### config.mk
export PLATFORM = sky130hd
export DESIGN_NAME = pe_job_sched
export DESIGN_NICKNAME = d
export VERILOG_FILES = /design/src/rtl/pe_sched_pkg.sv /design/src/rtl/pe_job_sched_rr_arbiter.sv /design/src/rtl/pe_job_sched.sv
export SDC_FILE = /design/constraint.sdc
export NUM_CORES = 1
export LEC_CHECK = 0
export ABC_AREA = 1
export CAP_MARGIN = 40
export CORE_ASPECT_RATIO = 1.75
export CORE_MARGIN = 8
export CORE_UTILIZATION = 45
export DETAILED_ROUTE_END_ITERATION = 10
export GPL_TIMING_DRIVEN = 0
export PLACE_DENSITY = 0.77
export SYNTH_ARGS = -nofsm -noshare
export SYNTH_HDL_FRONTEND = slang
export SYNTH_HIERARCHICAL = 1
export SYNTH_SLANG_ARGS = --single-unit
export TNS_END_PERCENT = 20
### constraint.sdc
create_clock -name clk -period 2.7 [get_ports clk]
set_clock_uncertainty 0.2 [all_clocks]
set_input_delay 0.405 -clock clk [delete_from_list [all_inputs] [get_ports clk]]
set_output_delay 0.405 -clock clk [all_outputs]
set_load 0.05 [all_outputs]
### src/rtl/pe_sched_pkg.sv
// Shared types and constants for the PE job scheduler: FSM state encoding,
// cluster geometry, operand index width, DRAIN watchdog limit and a clog2 helper.
package pe_sched_pkg;

    localparam int ROWS     = 8;
    localparam int KW       = 4;
    localparam int WD_LIMIT = 255;

    typedef enum logic [2:0] {
        S_IDLE  = 3'd0,
        S_CLR   = 3'd1,
        S_FEED  = 3'd2,
        S_DRAIN = 3'd3,
        S_RESP  = 3'd4
    } state_e;

    function automatic int clog2(input int n);
        int r;
        r = 0;
        for (int i = 0; i < 31; i++) begin
            if ((1 << i) < n) r = i + 1;
        end
        return r;
    endfunction

endpackage

### src/rtl/pe_job_sched_rr_arbiter.sv
// Round-robin arbiter: picks the first set request at or after i_ptr
// (wrapping), returning both a one-hot grant and its index.
module rr_arbiter
    import pe_sched_pkg::*;
#(
    parameter int N  = 4,
    parameter int IW = clog2(N)
) (
    input  logic [N-1:0]  i_req,
    input  logic [IW-1:0] i_ptr,
    output logic [N-1:0]  o_gnt,
    output logic [IW-1:0] o_idx
);

    logic [IW:0]   w_sum;
    logic [IW-1:0] w_j;
    logic          w_found;

    always_comb begin
        o_gnt   = '0;
        o_idx   = '0;
        w_found = 1'b0;
        w_sum   = '0;
        w_j     = '0;
        for (int i = 0; i < N; i++) begin
            // candidate index = (ptr + i) mod N without a divider
            w_sum = {1'b0, i_ptr} + (IW+1)'(i);
            if (w_sum >= (IW+1)'(N)) w_sum = w_sum - (IW+1)'(N);
            w_j = w_sum[IW-1:0];
            if (!w_found && i_req[w_j]) begin
                w_found    = 1'b1;
                o_gnt[w_j] = 1'b1;
                o_idx      = w_j;
            end
        end
    end

endmodule

### src/rtl/pe_job_sched.sv
// Shares one PE cluster among NREQ requesters: grant, clear, skewed operand feed,
// drain and response. Define PE_SCHED_WATCHDOG_EN to add the DRAIN watchdog.
module pe_job_sched
    import pe_sched_pkg::*;
#(
    parameter int NREQ = 4,
    parameter int ROWS = pe_sched_pkg::ROWS
) (
    input  logic                       clk,
    input  logic                       rst_n,
    input  logic [NREQ-1:0]            req,
    input  logic [NREQ*KW-1:0]         req_klen,
    output logic                       gnt_pulse,
    output logic [clog2(NREQ)-1:0]     gnt_id,
    output logic                       cl_rst_n,
    output logic [ROWS-1:0]            feed_en,
    output logic [ROWS*KW-1:0]         feed_k,
    output logic [ROWS-1:0]            row_done,
    input  logic                       cl_done_all,
    output logic                       resp_valid,
    input  logic                       resp_ready,
    output logic                       resp_err,
    output logic                       busy,
    output state_e                     dbg_state
);

    localparam int IW = clog2(NREQ);
    localparam int CW = KW + clog2(ROWS) + 1;

    state_e        r_state;
    state_e        w_next;
    logic          w_grant;
    logic [CW-1:0] r_cnt;
    logic [KW-1:0] r_len;
    logic [IW-1:0] r_gnt_id;
    logic [IW-1:0] r_ptr;
    logic          r_gnt_pulse;
    logic          r_done_vld;
    logic [NREQ-1:0] w_gnt;
    logic [IW-1:0] w_idx;
    logic [KW-1:0] w_klen;
    logic [CW-1:0] w_feed_end;

    rr_arbiter #(.N(NREQ)) u_arb (
        .i_req (req),
        .i_ptr (r_ptr),
        .o_gnt (w_gnt),
        .o_idx (w_idx)
    );

    assign w_klen     = req_klen[int'(w_idx)*KW +: KW];
    // last FEED cycle has cnt = L + ROWS - 2
    assign w_feed_end = CW'(r_len) + CW'(ROWS - 2);

`ifdef PE_SCHED_WATCHDOG_EN
    logic [7:0] r_wd;
    logic       r_err;
    logic       w_wd_fire;
`endif

    always_ff @(posedge clk or negedge rst_n) begin
        if (!rst_n) r_state <= S_IDLE;
        else        r_state <= w_next;
    end

    always_comb begin
        w_next    = r_state;
        w_grant   = 1'b0;
`ifdef PE_SCHED_WATCHDOG_EN
        w_wd_fire = 1'b0;
`endif
        case (r_state)
            S_IDLE: begin
                if (|w_gnt) begin
                    w_next  = S_CLR;
                    w_grant = 1'b1;
                end
            end
            S_CLR:  w_next = S_FEED;
            S_FEED: begin
                if (r_cnt == w_feed_end) w_next = S_DRAIN;
            end
            S_DRAIN: begin
                if (cl_done_all) begin
                    w_next = S_RESP;
                end
`ifdef PE_SCHED_WATCHDOG_EN
                else if (r_wd == 8'(WD_LIMIT - 1)) begin
                    w_next    = S_RESP;
                    w_wd_fire = 1'b1;
                end
`endif
            end
            S_RESP: begin
                if (resp_ready) w_next = S_IDLE;
            end
            default: w_next = S_IDLE;
        endcase
    end

    always_ff @(posedge clk or negedge rst_n) begin
        if (!rst_n) begin
            r_cnt       <= '0;
            r_len       <= '0;
            r_gnt_id    <= '0;
            r_ptr       <= '0;
            r_gnt_pulse <= 1'b0;
            r_done_vld  <= 1'b0;
        end else begin
            r_gnt_pulse <= w_grant;
            if (w_grant) begin
                r_gnt_id   <= w_idx;
                r_ptr      <= (w_idx == IW'(NREQ - 1)) ? '0 : w_idx + IW'(1);
                r_len      <= (w_klen == '0) ? KW'(1) : w_klen;
                r_done_vld <= 1'b0;
            end
            // cnt keeps counting into the FEED exit so the last row sees r+L
            if (r_state == S_CLR) begin
                r_cnt      <= '0;
                r_done_vld <= 1'b1;
            end else if (r_state == S_FEED) begin
                r_cnt <= r_cnt + CW'(1);
            end
        end
    end

`ifdef PE_SCHED_WATCHDOG_EN
    always_ff @(posedge clk or negedge rst_n) begin
        if (!rst_n) begin
            r_wd  <= '0;
            r_err <= 1'b0;
        end else begin
            if (r_state == S_FEED)       r_wd <= '0;
            else if (r_state == S_DRAIN) r_wd <= r_wd + 8'd1;
            if (w_grant)        r_err <= 1'b0;
            else if (w_wd_fire) r_err <= 1'b1;
        end
    end
    assign resp_err = r_err;
`else
    assign resp_err = 1'b0;
`endif

    always_comb begin
        feed_en  = '0;
        feed_k   = '0;
        row_done = '0;
        for (int r = 0; r < ROWS; r++) begin
            if (r_state == S_FEED && r_cnt >= CW'(r) && r_cnt < CW'(r) + CW'(r_len)) begin
                feed_en[r]         = 1'b1;
                feed_k[r*KW +: KW] = KW'(r_cnt - CW'(r));
            end
            if (r_done_vld && r_cnt >= CW'(r) + CW'(r_len)) row_done[r] = 1'b1;
        end
    end

    assign gnt_pulse  = r_gnt_pulse;
    assign gnt_id     = r_gnt_id;
    assign cl_rst_n   = rst_n && (r_state != S_CLR);
    assign resp_valid = (r_state == S_RESP);
    assign busy       = (r_state != S_IDLE);
    assign dbg_state  = r_state;

endmodule

==> results of run 1 <==
[kinds of logic (layout without fill, tap and decap cells)]
family / count (synthesis) / count (layout)
and+or+nand+nor: 290 / 290
adders and majority gates: 56 / 56
DFF: 21 / 21
xor gates and xnor gates: 13 / 13
other: 1 / 1
buffers and inverters: 81 / 177
AOI/OAI and AO/OA: 51 / 51
[sequential cells by signal (all words and copies together), names as in the netlist]
signal and count:
gnt_id 2, r_done_vld 1, r_ptr 2, r_len 4, r_cnt 8, gnt_pulse 1, dbg_state 3
[repair_timing]
item,CTS,global route
endpoints found under the hold margin,0,0
setup endpoints to repair,57,57
resized for setup,334,79
buffers inserted,8,3
pin swaps,10,8
[metal layers]
layer,wire (um),global-route usage [%]
met1,3521,18.39
met2,5791,37.00
met3,509,2.066
met4,299,9.841
met5,0,0
[cell type report]
class / instances / area [um^2] / area share [%]
buffer: 6 / 53.80 / 1.105
clock buffer: 4 / 78.83 / 1.619
inverter: 75 / 309.0 / 6.346
multi-input combinational: 411 / 2836 / 58.25
sequential: 21 / 538.0 / 11.05
tap: 86 / 107.6 / 2.210
timing repair buffer: 92 / 945.9 / 19.42
[layout by cell type (no fill, tap or decap), types with 17 or more instances in the layout]
master	synthesis	layout
nand2_1	124	122
buf_6	2	40
inv_1	66	60
nor2_2	5	23
nor2_1	67	39
a21oi_1	23	17
buf_4	1	18
nand3_1	32	30
clkdlybuf4s50_1	0	31
ha_1	56	48
[worst max-delay path by stage]
stage / endpoint / slack [ns] / cells past startpoint
floorplan: feed_k[4] / -0.17 / 10
global placement: feed_k[23] / -0.84 / 13
detailed placement: feed_k[23] / -0.85 / 13
CTS: feed_k[22] / -0.29 / 13
global route: feed_k[14] / -0.43 / 11
finish: feed_k[22] / -0.31 / 13
[per-stage QoR]
step | setup TNS, ns | area, um^2
detailed placement | -32.79 | 4408
global placement | -30.90 | 4380
floorplan | -2.257 | 3472
finish | -8.081 | 4870
global route | -13.78 | 4870
CTS | -9.236 | 4599
==> impl_metrics.csv, run 1 <==
group,metric,value,unit
outcome,status,"finished with violations",
outcome,violations,"negative setup slack",
synth,synth_area,3333,um^2
flow_run,maxCapViolCount,0,
cts,path_clk_slew,0.05,ns
synth,synth.area.top_cells,"ha_1, dfrtp_1, nand2_1",
synth,synth_top_family_by_area,"simple AND/OR/NAND/NOR gates",
synth,synth-xor-area-share,3.416,%
sta,fin_crit_sh,111.3,%
synth,synth-simple-area-share,41.07,%
finish,stdcell_count,695,
synth,synth_top_area_cell,"ha_1",
floorplanning,ioPinCount,82,
synth,synth_mux_area_share,0,%
placement,port_buffers,80,
synth,ys_types,39,
floorplanning,die_y,129.9,um
sta,final_max_slew_viol_count,0,
setup_path,r2r_end,"r_len[0]",
synth,yosysSeqAreaShare,15.77,%
min_path,holdCritPathClass,"input port to async pin",
cts,cts_buffer_depth,2,
setup_path,critPathBufInv,2,
route,drc,0,
setup_path,slowest_delay,0.45,ns
grt,grt_max_degree,20,
synth,synth_edf_count,0,
setup_path,cp-startpoint,"r_len[2]",
setup_path,cp-start-kind,"flip-flop",
synth,synth_cells,513,
floorplanning,core,7182,um^2
synth,ys_warn_count,6,
cts,tritoncts,"built",
setup_path,critPathKind,"flip-flop to primary output",
synth,synth_common_cells,"nand2_1, nor2_1, inv_1",
floorplanning,initial_core_util,46.41,%
cts,htree_levels,1,
sta,rsz0062_at_grt,"yes",
cts,root_buffer,"clkbuf_16",
setup_path,cp_top_family,"simple AND/OR/NAND/NOR gates",
finish,fillCellCount,617,
synth,ys.flop_type,"dfrtp_1",
synth,syn_nets,593,
finish,final_nets,690,
synth,ys_ff_latch,21,
cts,numCtsBuffers,3,
floorplanning,fp.dieArea,10530,um^2
finish,antenna_cells,0,
cts,ctsHoldBuffers,0,
route,first_pass_iters,4,
sta,fin_ws,-0.3060,ns
route,wl_per_cell,14.57,um
finish,final_util,67.80,%
grt,grt_pass1_vias,3656,
setup_path,cp_max_fo,6,
placement,dp.cells,680,
floorplanning,fp.dieW,81.06,um
grt,grt_usage,18.94,%
setup_path,r2r_cells,14,
synth,yosys.area.top_type_share,21.02,%
setup_path,critical_path.slowest_cell,"dfrtp_2",
setup_path,r2r_slack,0.18,ns
sta,whs,0.1961,ns
cts,clock-sinks,21,
synth,synth_compound_area_share,8.521,%
synth,avgSynthCellArea,6.497,um^2
floorplanning,rows,41,
route,drt_iter0_markers,171,
sta,max_slew_margin,62.62,%
synth,synth-async-reset-ratio,100.0,%
placement,gp_congestion,0.9497,
synth,synth_fa_ha_area_share,21.02,%
setup_path,r2r-start,"r_ptr[0]",
finish,drive_gt1_share,30.71,%
grt,grt_overflow_total,0,
route,dr_total_vias,3674,
route,routed_wl,10.12,mm
grt,grt_pass1_wl,16.44,mm
finish,area_growth_syn_to_layout,46.10,%
route,postRouteAntennaNets,0,
sta,hold_viol_final,0,
setup_path,end_kind,"primary output",
sta,fmax,332.7,MHz
sta,setup_viol,42,
setup_path,crit_chain,"inv_4 > ha_1 > a21oi_2 > xor2_1 > ha_1 > nand2_1 > nor2_2 > nand2_1 > nand2_1 > nor2_4 > nand2_4 > nor2_4 > buf_8",
setup_path,cp_common_cell,"nand2_1",
grt,grt_antenna_before_repair,0,
sta,period_needed,3.006,ns
route,viasPerCell,5.286,
cts,worstSkewPairLatency,0.25,ns
setup_path,cp.arrival,2.40,ns
setup_path,critPathRequiredTime,2.10,ns
synth,yosysMostFrequentCell,"nand2_1",
sta,worst_slew_pin_slew,0.5607,ns
placement,dp_hpwl,8.005,mm
placement,place_ws,-0.8509,ns
Power of run 1 is not shown: default switching activity piles up to over one toggle a cycle in this logic, so the estimate is an artifact.
==> run 2, diff against run 1 <==
Settings changed: HOLD_SLACK_MARGIN set to 0.15.
==> results of run 2 <==
The final DEF is identical to that of run 1; final timing and power are the same.
Power of run 2 is left out for the same reason.
==> run 3, diff against run 2 <==
Settings changed: RECOVER_POWER set to 50.
==> impl_metrics.csv, run 3 (synthesized netlist as in run 1, its figures left out) <==
group,metric,value,unit
cts,numCtsBuffers,3,
cts,ctsHoldBuffers,0,
route,viasPerCell,5.273,
setup_path,end_kind,"primary output",
finish,largest_register,"r_cnt",
grt,grt_pass1_wl,16.44,mm
floorplanning,core,7182,um^2
floorplanning,fp.dieArea,10530,um^2
floorplanning,fp.dieW,81.06,um
cts,clock-sinks,21,
cts,path_clk_slew,0.05,ns
route,dr_total_vias,3665,
route,drt_iter0_markers,171,
grt,grt_overflow_total,0,
route,first_pass_iters,4,
sta,fin_ws,-0.3087,ns
floorplanning,ioPinCount,82,
cts,worstSkewPairLatency,0.25,ns
outcome,status,"finished with violations",
setup_path,r2r_cells,14,
setup_path,critical_path.slowest_cell,"dfrtp_2",
grt,grt_antenna_before_repair,0,
sta,worst_slew_pin_slew,0.5729,ns
finish,drive_gt1_share,30.54,%
setup_path,slowest_delay,0.45,ns
placement,dp_hpwl,8.005,mm
finish,antenna_cells,0,
setup_path,cp_max_fo,6,
cts,root_buffer,"clkbuf_16",
placement,gp_congestion,0.9497,
route,routed_wl,10.15,mm
sta,whs,0.2676,ns
finish,final_cell_mix,"nand2_1, inv_1, ha_1",
finish,mostFrequentLayoutCell,"nand2_1",
sta,rsz0062_at_grt,"yes",
setup_path,cp-start-kind,"flip-flop",
grt,grt_max_degree,20,
sta,hold_viol_final,0,
min_path,holdCritPathClass,"input port to async pin",
placement,port_buffers,80,
sta,fmax,332.4,MHz
route,postRouteAntennaNets,0,
floorplanning,initial_core_util,46.41,%
setup_path,cp_common_cell,"nand2_1",
finish,largest_reg_flops,8,
route,drc,0,
setup_path,r2r_end,"r_len[0]",
floorplanning,die_y,129.9,um
finish,area_growth_syn_to_layout,46.06,%
setup_path,critPathRequiredTime,2.10,ns
sta,fin_crit_sh,111.4,%
flow_run,maxCapViolCount,0,
sta,setup_viol,42,
setup_path,r2r_slack,0.18,ns
setup_path,crit_chain,"inv_4 > ha_1 > a21oi_2 > xor2_1 > ha_1 > nand2_1 > nor2_2 > nand2_1 > nand2_1 > nor2_4 > nand2_4 > nor2_4 > buf_8",
cts,htree_levels,1,
setup_path,cp.arrival,2.40,ns
setup_path,r2r-start,"r_ptr[0]",
finish,final_nets,690,
sta,final_max_slew_viol_count,0,
sta,max_slew_margin,61.80,%
grt,grt_pass1_vias,3656,
setup_path,critPathKind,"flip-flop to primary output",
grt,grt_usage,18.94,%
cts,tritoncts,"built",
outcome,violations,"negative setup slack",
cts,cts_buffer_depth,2,
sta,period_needed,3.009,ns
route,wl_per_cell,14.60,um
floorplanning,rows,41,
## run 3: cell types whose count changed in the layout (fill, tap and decap cells not counted), sizes merged
cell           delta
dlygate4sd3       +1
clkdlybuf4s50     -1
## run 3: worst max-delay path, delay by kind of cell (launching register included)
kind / cells / cell delay [ns]
AND/OR/NAND/NOR: 7 / 0.69
adder cells (fa/ha/maj): 2 / 0.46
flip-flops: 1 / 0.45
buffers and inverters: 2 / 0.23
XOR/XNOR: 1 / 0.16
AO/OA/AOI/OAI: 1 / 0.15
## run 3: cell type report
type | instances | area [um^2]
timing repair buffer | 92 | 945.9
buffer | 6 | 53.80
clock buffer | 4 | 78.83
tap | 86 | 107.6
sequential | 21 | 536.8
fill | 618 | 2313
inverter | 75 | 309.0
multi-input combinational | 411 | 2836
## run 3: per-stage QoR
step	TNS (ns)	cell area, um^2	worst slack (ns)	cells	util (%)
floorplan	-2.257	3472	-0.1716	513	-
global placement	-30.90	4380	-0.8426	679	60.99
detailed placement	-32.79	4408	-0.8509	680	61.38
CTS	-9.236	4599	-0.2879	692	64.04
global route	-14.09	4868	-0.4313	695	67.79
finish	-8.124	4868	-0.3087	695	67.79
## run 3: worst max-delay path by stage
stage,startpoint,end,slack (ns)
after global placement,r_len[2],feed_k[23],-0.84
after global routing,r_len[1],feed_k[14],-0.43
final,r_len[2],feed_k[22],-0.31
after detailed placement,r_len[2],feed_k[23],-0.85
after CTS,r_len[2],feed_k[22],-0.29
after floorplan,r_len[1],feed_k[4],-0.17
## run 3: metal layers
| layer | vias up | global-route usage (%) | wire length (um) |
|---|---|---|---|
| met4 | 0 | 9.841 | 299 |
| met5 | - | 0 | 0 |
| met2 | 112 | 37.00 | 5829 |
| met3 | 26 | 2.066 | 514 |
| li1 | 1837 | - | - |
| met1 | 1690 | 18.39 | 3506 |
## run 3: repair_timing
action | CTS | global route
setup endpoints to repair | 57 | 57
gates resized for setup | 334 | 79
pin swaps | 10 | 8
setup buffers | 8 | 3
Power of run 3 is left out for the same reason.
